[src/rtl/alien_row_sched.sv]
// Shares one Alien2 sprite ROM across a row of aliens: decodes which alien covers the
// current pixel, generates the ROM address and realigns the ROM data with valid/index.
module alien_row_sched #(
  parameter int         NUM_ALIENS  = 4,
  parameter int         SPR_W       = 31,
  parameter int         SPR_H       = 21,
  parameter int         PITCH       = 40,
  parameter logic [7:0] TRANSPARENT = 8'h00
) (
  input  logic                  clk_pix,
  input  logic                  reset,
  input  logic [9:0]            sx,
  input  logic [9:0]            sy,
  input  logic                  de,
  input  logic                  frame,
  input  logic [9:0]            row_x,
  input  logic [9:0]            row_y,
  input  logic [NUM_ALIENS-1:0] alive,
  output logic [9:0]            A2address,
  input  logic [7:0]            A2dout,
  output logic [7:0]            pix_out,
  output logic                  pix_valid,
  output logic [2:0]            alien_idx
);

  localparam int COL_W = $clog2(SPR_W + 1);

  typedef enum logic [0:0] {
    ST_WAIT = 1'b0,
    ST_RUN  = 1'b1
  } state_t;

  state_t                  state_r;
  logic [9:0]              rx_r;
  logic [9:0]              ry_r;
  logic [NUM_ALIENS-1:0]   amask_r;
  logic [COL_W-1:0]        col_r;
  logic [9:0]              line_base_r;
  logic                    de_d_r;
  logic                    line_in_y_r;
  logic                    prev_hit_r;
  logic [2:0]              prev_k_r;
  logic                    hit_d1_r;
  logic                    hit_d2_r;
  logic [2:0]              k_d1_r;
  logic [2:0]              k_d2_r;

  logic                    in_y_s;
  logic [NUM_ALIENS-1:0]   box_s;
  logic [10:0]             xk_s;
  logic                    hit_s;
  logic [2:0]              k_s;
  logic                    first_s;
  logic [COL_W-1:0]        col_s;

  // Hit/index decode against the frame-latched shadows; boxes are disjoint so OR-ing indices is safe.
  always_comb begin
    in_y_s  = ({1'b0, sy} >= {1'b0, ry_r}) &&
              ({1'b0, sy} <= ({1'b0, ry_r} + 11'(SPR_H - 1)));
    box_s   = {NUM_ALIENS{1'b0}};
    k_s     = 3'd0;
    xk_s    = 11'd0;
    for (int i = 0; i < NUM_ALIENS; i++) begin
      xk_s     = {1'b0, rx_r} + 11'(i * PITCH);
      box_s[i] = de && in_y_s && amask_r[i] &&
                 ({1'b0, sx} >= xk_s) && ({1'b0, sx} <= (xk_s + 11'(SPR_W - 1)));
      k_s      = k_s | (box_s[i] ? 3'(i) : 3'd0);
    end
    hit_s   = (state_r == ST_RUN) && (|box_s);
    first_s = !prev_hit_r || (prev_k_r != k_s);
    col_s   = first_s ? {COL_W{1'b0}} : col_r;
  end

  // State, shadows, incremental address generation and the 3-stage output pipeline.
  always_ff @(posedge clk_pix) begin
    if (reset) begin
      state_r     <= ST_WAIT;
      rx_r        <= 10'd0;
      ry_r        <= 10'd0;
      amask_r     <= {NUM_ALIENS{1'b0}};
      col_r       <= {COL_W{1'b0}};
      line_base_r <= 10'd0;
      de_d_r      <= 1'b0;
      line_in_y_r <= 1'b0;
      prev_hit_r  <= 1'b0;
      prev_k_r    <= 3'd0;
      hit_d1_r    <= 1'b0;
      hit_d2_r    <= 1'b0;
      k_d1_r      <= 3'd0;
      k_d2_r      <= 3'd0;
      A2address   <= 10'd0;
      pix_out     <= 8'd0;
      pix_valid   <= 1'b0;
      alien_idx   <= 3'd0;
    end else begin
      case (state_r)
        ST_WAIT: state_r <= frame ? ST_RUN : ST_WAIT;
        ST_RUN:  state_r <= ST_RUN;
        default: state_r <= ST_WAIT;
      endcase

      if (frame) begin
        rx_r    <= row_x;
        ry_r    <= row_y;
        amask_r <= alive;
      end

      // line_base steps one sprite row per finished line that crossed the row's y band
      de_d_r <= de;
      if (de) begin
        line_in_y_r <= in_y_s;
      end
      if (frame) begin
        line_base_r <= 10'd0;
      end else if ((state_r == ST_RUN) && de_d_r && !de && line_in_y_r) begin
        line_base_r <= line_base_r + 10'(SPR_W);
      end

      prev_hit_r <= hit_s;
      prev_k_r   <= k_s;
      if (hit_s) begin
        col_r     <= col_s + COL_W'(1);
        A2address <= line_base_r + 10'(col_s);
      end

      hit_d1_r <= hit_s;
      k_d1_r   <= k_s;
      hit_d2_r <= hit_d1_r;
      k_d2_r   <= k_d1_r;

      if (hit_d2_r && (A2dout != TRANSPARENT)) begin
        pix_valid <= 1'b1;
        pix_out   <= A2dout;
        alien_idx <= k_d2_r;
      end else begin
        pix_valid <= 1'b0;
        pix_out   <= 8'd0;
        alien_idx <= 3'd0;
      end
    end
  end

endmodule

[config.mk]
export PLATFORM = sky130hd
export DESIGN_NAME = alien_row_sched
export DESIGN_NICKNAME = d
export VERILOG_FILES = /design/src/rtl/alien_row_sched.sv
export SDC_FILE = /design/constraint.sdc
export NUM_CORES = 1
export LEC_CHECK = 0
export ABC_AREA = 1
export CAP_MARGIN = 20
export CORE_UTILIZATION = 40
export DETAILED_ROUTE_END_ITERATION = 10
export SLEW_MARGIN = 5
export SYNTH_ARGS = -nofsm -noshare
export SYNTH_HDL_FRONTEND = slang
export SYNTH_SLANG_ARGS = --single-unit
[constraint.sdc]
create_clock -name clk_pix -period 4.4 [get_ports clk_pix]
set_input_delay 1.32 -clock clk_pix [delete_from_list [all_inputs] [get_ports clk_pix]]
set_output_delay 1.32 -clock clk_pix [all_outputs]
set_load 0.02 [all_outputs]
==> results.yml, run 1 <==
critical_path:
  cp.arrival_ps: 4720
  timing.rr.start: "rx_r[4]$_SDFFE_PP0P_"
  crit_path_start_kind: "register"
  rr_worst_depth: 34
  crit_path_top_delay_cell: "dfxtp_4"
  r2r_end: "A2address[8]$_SDFFE_PP0P_"
  max_stage_delay_ps: 380
  endpoint_kind: "register"
  path_max_fanout: 4
  required_ps: 4670
  worst-setup-path-type: "reg2reg"
  reg2reg_slack_ps: -50
  crit_top_cell: "nand2_2"
global_route:
  overflow: 0
  grt_pass1_vias: 5924
  grt_antenna_before_repair: 0
  grt.met1_usage_pct: 29.22
  grt_start_max_net_pins: 42
  grt_usage_pct: 22.16
  grt_busiest_layer: "met2"
  grt_first_pass_wirelength_um: 27820
  grt_use_met3_pct: 3.393
  grt_use_met2_pct: 36.82
sta:
  grt_setup_unrepaired: "yes"
  clock.fmax_ghz: 0.2248
  fin_crit_ps: 4448
  finalHoldViolations: 0
  slew_viol_final: 0
  finClkSkew_ps: 7.714
  setup_ws_ps: -48.49
  worst_pin_slew_ps: 527.0
  post-route-period-util_pct: 101.1
  slew_headroom_pct: 64.76
  setup-violations-final: 2
logic_synthesis:
  yosys_warnings: 0
  yosysSeqAreaShare_pct: 23.06
  synth.area.top_cells: "dfxtp_1, ha_1, nand2_1, inv_1, nor2_1"
  synth.avg_cell_area_um2: 6.997
  synth_top_area_cell: "dfxtp_1"
  syn_area_um2: 5989
  synth_seq_cells: 69
  syn-instance-count: 856
  synth_fp_nets: 1009
  ys_types: 50
  synth_top_area_share_pct: 23.06
clock_tree:
  path_clk_slew_ps: 60
  clkSinkCount: 69
  cts_buffer_depth: 2
  cts_tree: "done"
  cts-root-buf: "clkbuf_16"
  htree_levels: 3
  cts_buffers: 9
  clk_latency_ps: 340
power_and_ir_drop:
  ir_drop_mv: 0.2406
  leakagePower_nw: 4.009
  totalPowerFinal_mw: 2.322
  powerDensity_nw_per_um2: 269.1
final_layout:
  n_antenna_cell: 0
  fillers: 1395
  final_common_cell: "nand2_1"
  fin_nets: 1193
  final_cell_mix: "nand2_1, inv_1, buf_4"
  area_growth_pct: 44.06
  drive_gt1_share_pct: 25.55
  fin_util_pct: 59.14
outcome:
  violations: "setup timing"
  status: "finished with violations"
placement:
  io_buffer_count: 76
  dp_hpwl_um: 12710
  routabilityCongestion: 0.8888
hold_path:
  hp-class: "reg2reg"
  whs_path_depth: 2
  min-delay-start: "k_d2_r[0]$_SDFF_PP0_"
  hold_path_end: "alien_idx[0]$_SDFF_PP0_"
floorplanning:
  design.die.area_um2: 15470
  fp.dieW_um: 124.4
  rows: 44
  start_util_pct: 41.05
  boundaryPins: 78
  core-area_um2: 14590
  fp.dieH_um: 124.4
detailed_routing:
  via_count: 5928
  antenna_left: 0
  drtPass1Iterations: 4
  post_drt_wl_per_cell_um: 13.30
  drc: 0
  drt_iter0_markers: 342
  drt-total-wl_um: 16350
  via_per_inst: 4.823
run:
  timing.max_cap.violations: 0
[synth_stat cells, drive strengths merged]
library cell  instances
xnor2                 6
a21o                  7
a211oi                2
dfxtp                69
conb                  1
nand2               181
nor3                 14
inv                 130
nand3b                2
or2                   2
nand4                 9
a21oi                71
and2                  1
o211ai                1
clkinv                1
fa                    1
o21bai                2
and3                  1
xor2                 33
buf                   8
a221oi                2
o2111ai               1
o21a                  3
nand3                46
o21ai                50
a31oi                 2
clkbuf                8
a21boi                2
ha                   96
nor2                101
nor4                  3
[where the power goes]
group / leakage, nW / internal (mW) / switching [mW]
clock: 0.171 / 0.572 / 0.286
combinational: 3.27 / 0.375 / 0.426
sequential: 0.565 / 0.645 / 0.0181
total: 4.01 / 1.59 / 0.730
[worst max-delay path by stage]
| stage | depth (start not counted) | from | slack [ps] | to |
|---|---|---|---|---|
| 3_5_place_dp | 26 | sx[8] | -800 | A2address[8]$_SDFFE_PP0P_ |
| 6_report | 34 | rx_r[4]$_SDFFE_PP0P_ | -50 | A2address[8]$_SDFFE_PP0P_ |
| 3_3_place_gp | 27 | sx[8] | -720 | A2address[8]$_SDFFE_PP0P_ |
| 4_1_cts | 34 | rx_r[4]$_SDFFE_PP0P_ | -80 | A2address[8]$_SDFFE_PP0P_ |
| 5_1_grt | 34 | rx_r[4]$_SDFFE_PP0P_ | -370 | A2address[8]$_SDFFE_PP0P_ |
| 2_1_floorplan | 35 | rx_r[5]$_SDFFE_PP0P_ | 30 | A2address[8]$_SDFFE_PP0P_ |
[what timing repair did]
action,CTS,global route
setup endpoints to repair,6,7
gates resized for setup,93,37
pin swaps,60,24
setup buffers,13,8
hold buffers,0,0
[cells by family after synthesis]
kind of cell	after synthesis	share of synthesized area, %
adders and majority gates	97	20.39
buffers and inverters	147	9.964
other	1	0.06261
and+or+nand+nor	360	26.93
xor gates and xnor gates	39	6.330
DFF	69	23.06
AOI/OAI and AO/OA	143	13.27
[per-layer routing]
metal,part of all wire [%],up-vias
li1,-,3137
met1,48,2658
met2,46,114
met3,4.3,19
met4,1.6,0
met5,0,-
[stage by stage]
step	setup WS (ps)	setup TNS (ps)	std cells	area, µm²	hold slack [ps]
CTS	-81.58	-81.58	1222	8422	411.7
finish	-48.49	-53.32	1229	8628	408.9
detailed placement	-796.3	-4937	1193	7624	402.0
global placement	-724.6	-4490	1193	7624	398.9
global route	-365.9	-1273	1229	8628	437.0
floorplan	28.28	0	856	6007	393.6
[worst max-delay path, delay by kind of cell (launching register included)]
family                     cells  cell delay, ps
DFF                            1             380
AOI/OAI and AO/OA              4             560
adders and majority gates      4             900
xor gates and xnor gates       3             490
buffers and inverters          6             300
and+or+nand+nor               17            1750
[area by class of cell]
cell class / instances / area (µm²) / area share (%)
multi-input combinational: 640 / 4523 / 52.42
sequential: 69 / 1391 / 16.13
clock inverter: 5 / 105.1 / 1.218
inverter: 131 / 504.2 / 5.844
timing repair buffer: 189 / 1632 / 18.91
tap: 184 / 230.2 / 2.668
clock buffer: 11 / 242.7 / 2.813
[state kept, by name (all words and copies together) (netlist names)]
name	flops
A2address	10
alien_idx	2
amask_r	4
col_r	5
de_d_r	1
hit_d1_r	1
hit_d2_r	1
k_d1_r	2
k_d2_r	2
line_base_r	10
line_in_y_r	1
pix_out	8
pix_valid	1
rx_r	10
ry_r	10
state_r	1
No activity file was read; power rests on OpenSTA's default activity.
==> run 2: changes to the inputs <==
- CTS_BUF_LIST: default -> sky130_fd_sc_hd__clkbuf_16
==> results.yml, run 2 (synthesis gave the netlist of run 1 again) <==
detailed_routing:
  via_per_inst: 4.814
  post_drt_wl_per_cell_um: 13.28
  drt_iter0_markers: 298
  via_count: 5917
  drt-total-wl_um: 16330
  drtPass1Iterations: 4
  antenna_left: 0
  drc: 0
power_and_ir_drop:
  p_int_mw: 1.572
  p_comb_share_pct: 34.8
  ir_drop_mv: 0.2405
  switching_share_pct: 31.70
  totalPowerFinal_mw: 2.301
  leakagePower_nw: 4.008
  seqPwrFrac_pct: 28.8
  power_frac_clock_pct: 36.4
  powerDensity_nw_per_um2: 267.0
  p_switching_mw: 0.7294
critical_path:
  reg2reg_slack_ps: -50
  crit_path_start_kind: "register"
  timing.rr.start: "rx_r[4]$_SDFFE_PP0P_"
  r2r_end: "A2address[8]$_SDFFE_PP0P_"
  crit_path_top_delay_cell: "dfxtp_4"
  path_max_fanout: 4
  endpoint_kind: "register"
  cp.arrival_ps: 4720
  required_ps: 4670
  cp_num_cells: 34
  rr_worst_depth: 34
  crit_top_cell: "nand2_2"
  worst-setup-path-type: "reg2reg"
  max_stage_delay_ps: 380
  path_buf_inv: 6
  critical_path.top_delay_family: "simple AND/OR/NAND/NOR gates"
global_route:
  grt_pass1_vias: 5929
  grt_usage_pct: 22.17
  overflow: 0
  grt_first_pass_wirelength_um: 27830
  grt_start_max_net_pins: 42
  grt_antenna_before_repair: 0
hold_path:
  hp-class: "reg2reg"
  hold_path_end: "alien_idx[0]$_SDFF_PP0_"
  min-delay-start: "k_d2_r[0]$_SDFF_PP0_"
  whs_path_depth: 2
sta:
  clock.fmax_ghz: 0.2248
  fin_crit_ps: 4448
  worst_pin_slew_ps: 517.4
  slew_viol_final: 0
  grt_setup_unrepaired: "yes"
  finalHoldViolations: 0
  slew_headroom_pct: 65.40
  setup_ws_ps: -48.38
  post-route-period-util_pct: 101.1
  finClkSkew_ps: 7.713
  setup-violations-final: 2
run:
  timing.max_cap.violations: 0
clock_tree:
  cts_tree: "done"
  htree_levels: 3
  clkSinkCount: 69
  cts_buffers: 9
  clk_latency_ps: 340
  path_clk_slew_ps: 60
  cts-root-buf: "clkbuf_16"
  cts_buffer_depth: 2
floorplanning:
  rows: 44
  boundaryPins: 78
  core-area_um2: 14590
  fp.dieW_um: 124.4
  design.die.area_um2: 15470
  fp.dieH_um: 124.4
  start_util_pct: 41.05
final_layout:
  fillers: 1400
  multi_input_area_um2: 4523
  n_antenna_cell: 0
  final_cell_mix: "nand2_1, inv_1, buf_4"
  fin_area_um2: 8618
  ff_latch_area_um2: 1391
  drive_gt1_share_pct: 25.45
  final_common_cell: "nand2_1"
  fin_nets: 1193
  area_growth_pct: 43.89
outcome:
  violations: "setup timing"
  status: "finished with violations"
placement:
  dp_hpwl_um: 12710
  routabilityCongestion: 0.8888
  placed_area_um2: 7624
  io_buffer_count: 76
[run 2: repair_timing]
item                                    in CTS  in global routing
gates resized for setup                     93                 37
endpoints found under the setup margin       6                  7
cloned                                       0                  0
pin swaps                                   60                 24
hold buffers                                 0                  0
setup buffers                               13                  8
[run 2: stage by stage]
step / setup TNS (ps) / instances / util [%] / hold slack (ps) / setup slack, ps
final: -53.15 / 1229 / 59.07 / 408.9 / -48.38
after global routing: -1273 / 1229 / 59.07 / 436.9 / -365.9
after CTS: -81.58 / 1222 / 57.66 / 411.5 / -81.58
after detailed placement: -4937 / 1193 / 52.26 / 402.0 / -796.3
after global placement: -4490 / 1193 / 52.26 / 398.9 / -724.6
after floorplan: 0 / 856 / - / 393.6 / 28.28
[run 2: cell type report]
cell class | instances | area share, %
clock buffer | 9 | 2.613
clock inverter | 7 | 1.307
inverter | 131 | 5.851
multi-input combinational | 640 | 52.48
sequential | 69 | 16.14
tap | 184 | 2.671
timing repair buffer | 189 | 18.93
[run 2: worst max-delay path by stage]
stage / start / endpoint / slack [ps]
global route: rx_r[4]$_SDFFE_PP0P_ / A2address[8]$_SDFFE_PP0P_ / -370
detailed placement: sx[8] / A2address[8]$_SDFFE_PP0P_ / -800
floorplan: rx_r[5]$_SDFFE_PP0P_ / A2address[8]$_SDFFE_PP0P_ / 30
global placement: sx[8] / A2address[8]$_SDFFE_PP0P_ / -720
finish: rx_r[4]$_SDFFE_PP0P_ / A2address[8]$_SDFFE_PP0P_ / -50
CTS: rx_r[4]$_SDFFE_PP0P_ / A2address[8]$_SDFFE_PP0P_ / -80
[run 2: power by group through the flow]
stage	sequential (mW)	combinational, mW	clock (mW)
final	0.663	0.800	0.837
after global routing	0.666	0.906	0.891
after CTS	0.663	0.770	0.852
after detailed placement	0.676	0.703	0
after global placement	0.676	0.699	0
after floorplan	0.674	0.426	0
[run 2: per-layer routing]
| layer | up-vias | track usage, % | share of wire [%] |
|---|---|---|---|
| li1 | 3140 | - | - |
| met3 | 19 | 3.393 | 4.2 |
| met4 | 0 | 7.087 | 1.6 |
| met1 | 2645 | 29.22 | 48 |
| met2 | 113 | 36.85 | 46 |
| met5 | - | 0 | 0 |
[run 2: worst reg2reg max path: cells and delay by family (launching register included)]
kind | cells | cell delay (ps)
AO/OA/AOI/OAI | 4 | 560
adder cells (fa/ha/maj) | 4 | 910
flip-flops | 1 | 380
buffers and inverters | 6 | 300
XOR/XNOR | 3 | 490
AND/OR/NAND/NOR | 17 | 1770
==> run 3: changes to the inputs <==
- clock period: 4.4 -> 5.1 ns (I/O delays scaled with it)
==> results.yml, run 3 (synthesis gave the netlist of run 1 again) <==
clock_tree:
  htree_levels: 3
  clk_latency_ps: 340
  cts_buffer_depth: 2
  clkSinkCount: 69
  cts_buffers: 9
  path_clk_slew_ps: 60
  cts-root-buf: "clkbuf_16"
  ctsHoldBuffers: 0
  cts_tree: "done"
global_route:
  grt_first_pass_wirelength_um: 25850
  grt_usage_pct: 20.52
  grt_pass1_vias: 5470
  grt_antenna_before_repair: 0
  grt_start_max_net_pins: 40
  overflow: 0
power_and_ir_drop:
  p_comb_share_pct: 33.3
  switching_share_pct: 33.57
  totalPowerFinal_mw: 1.800
  power_frac_clock_pct: 34.9
  leakagePower_nw: 3.773
  seqPwrFrac_pct: 31.8
  ir_drop_mv: 0.1516
  powerDensity_nw_per_um2: 228.8
  p_int_mw: 1.196
  p_switching_mw: 0.6042
detailed_routing:
  via_count: 5676
  via_per_inst: 4.827
  drc: 0
  drt_iter0_markers: 194
  post_drt_wl_per_cell_um: 13.18
  antenna_left: 0
  drt-total-wl_um: 15500
  drtPass1Iterations: 4
floorplanning:
  start_util_pct: 41.05
  rows: 44
  boundaryPins: 78
  fp.dieW_um: 124.4
  fp.dieH_um: 124.4
  design.die.area_um2: 15470
  core-area_um2: 14590
final_layout:
  n_antenna_cell: 0
  final_common_cell: "nand2_1"
  drive_gt1_share_pct: 15.73
  final_cell_mix: "nand2_1, inv_1, nor2_1"
  area_growth_pct: 31.33
  fillers: 1447
  fin_util_pct: 53.92
  fin_nets: 1140
  fin_area_um2: 7866
critical_path:
  path_max_fanout: 5
  cp.arrival_ps: 5110
  rr_worst_depth: 31
  required_ps: 5380
  crit_path_start_kind: "input pin"
  worst-setup-path-type: "in2reg"
  endpoint_kind: "register"
placement:
  routabilityCongestion: 0.8963
  dp_hpwl_um: 12460
  pre_cts_ws_ps: -290.7
  io_buffer_count: 76
  placed_area_um2: 7303
outcome:
  status: "finished, final reports clean"
hold_path:
  whs_path_depth: 2
  hp-class: "reg2reg"
sta:
  post-route-period-util_pct: 94.81
  finalHoldViolations: 0
  setup_ws_ps: 264.6
  slew_headroom_pct: 59.21
  slew_viol_final: 0
  finClkSkew_ps: 8.224
  clock.fmax_ghz: 0.2068
  worst_pin_slew_ps: 611.2
  setup-violations-final: 0
  final.setup.tns_ps: 0
  fin_crit_ps: 4835
run:
  timing.max_cap.violations: 0
run 3: timing repair:
action / 4_1_cts / 5_1_grt
setup buffers: 0 / 4
gates resized for setup: 0 / 47
setup endpoints to repair: 0 / 5
run 3: final cells by class:
cell class	count	area [µm²]	share of cell area [%]
tap	184	230.2	2.927
clock inverter	7	66.31	0.8430
timing repair buffer	136	1239	15.75
multi-input combinational	640	4224	53.70
sequential	69	1383	17.58
inverter	131	499.2	6.346
clock buffer	9	225.2	2.863
run 3: stage by stage:
step | cells | hold slack (ps)
after floorplan | 856 | 393.6
after global placement | 1156 | 400.8
after detailed placement | 1156 | 400.9
after CTS | 1172 | 410.7
after global routing | 1176 | 424.9
final | 1176 | 408.3
run 3: routing by layer:
| metal | global-route usage (%) | up-vias | share of wire, % |
|---|---|---|---|
| met2 | 34.29 | 90 | 46 |
| met4 | 5.953 | 0 | 1.2 |
| li1 | - | 3036 | - |
| met1 | 27.05 | 2538 | 48 |
| met5 | 0 | - | 0 |
| met3 | 3.265 | 12 | 4.5 |
run 3: power by group through the flow:
| stage | combinational, mW | clock, mW | sequential [mW] |
|---|---|---|---|
| finish | 0.599 | 0.627 | 0.573 |
| global route | 0.682 | 0.670 | 0.575 |
| CTS | 0.568 | 0.641 | 0.572 |
| detailed placement | 0.565 | 0 | 0.584 |
| global placement | 0.559 | 0 | 0.584 |
| floorplan | 0.366 | 0 | 0.582 |
run 3: path summary, 6_finish.rpt:
check             slack, ps                  from                         to
setup / recovery        260                 sy[8]  A2address[6]$_SDFFE_PP0P_
setup reg to reg        450  rx_r[3]$_SDFFE_PP0P_  A2address[6]$_SDFFE_PP0P_
hold / removal          410  k_d2_r[1]$_SDFF_PP0_    alien_idx[1]$_SDFF_PP0_
hold reg to reg         410  k_d2_r[1]$_SDFF_PP0_    alien_idx[1]$_SDFF_PP0_
run 3: worst max-delay path, cell delays in order:
cell and delay [ps]:
clkdlybuf4s50_1 530, ha_4 220, a21o_1 150, nand3_1 70, nand2_1 70, nor2_2 100, nand2_2 80, a21oi_4 270
buf_4 160, buf_4 100, nand3_1 110, nand2_4 100, nor2_4 40, inv_2 80, buf_4 110, nor2_1 40
ha_1 330, buf_4 150, a211oi_2 240, nor2_1 70, inv_1 90, a21oi_2 70, buf_4 130, xor2_1 130
a21oi_1 130
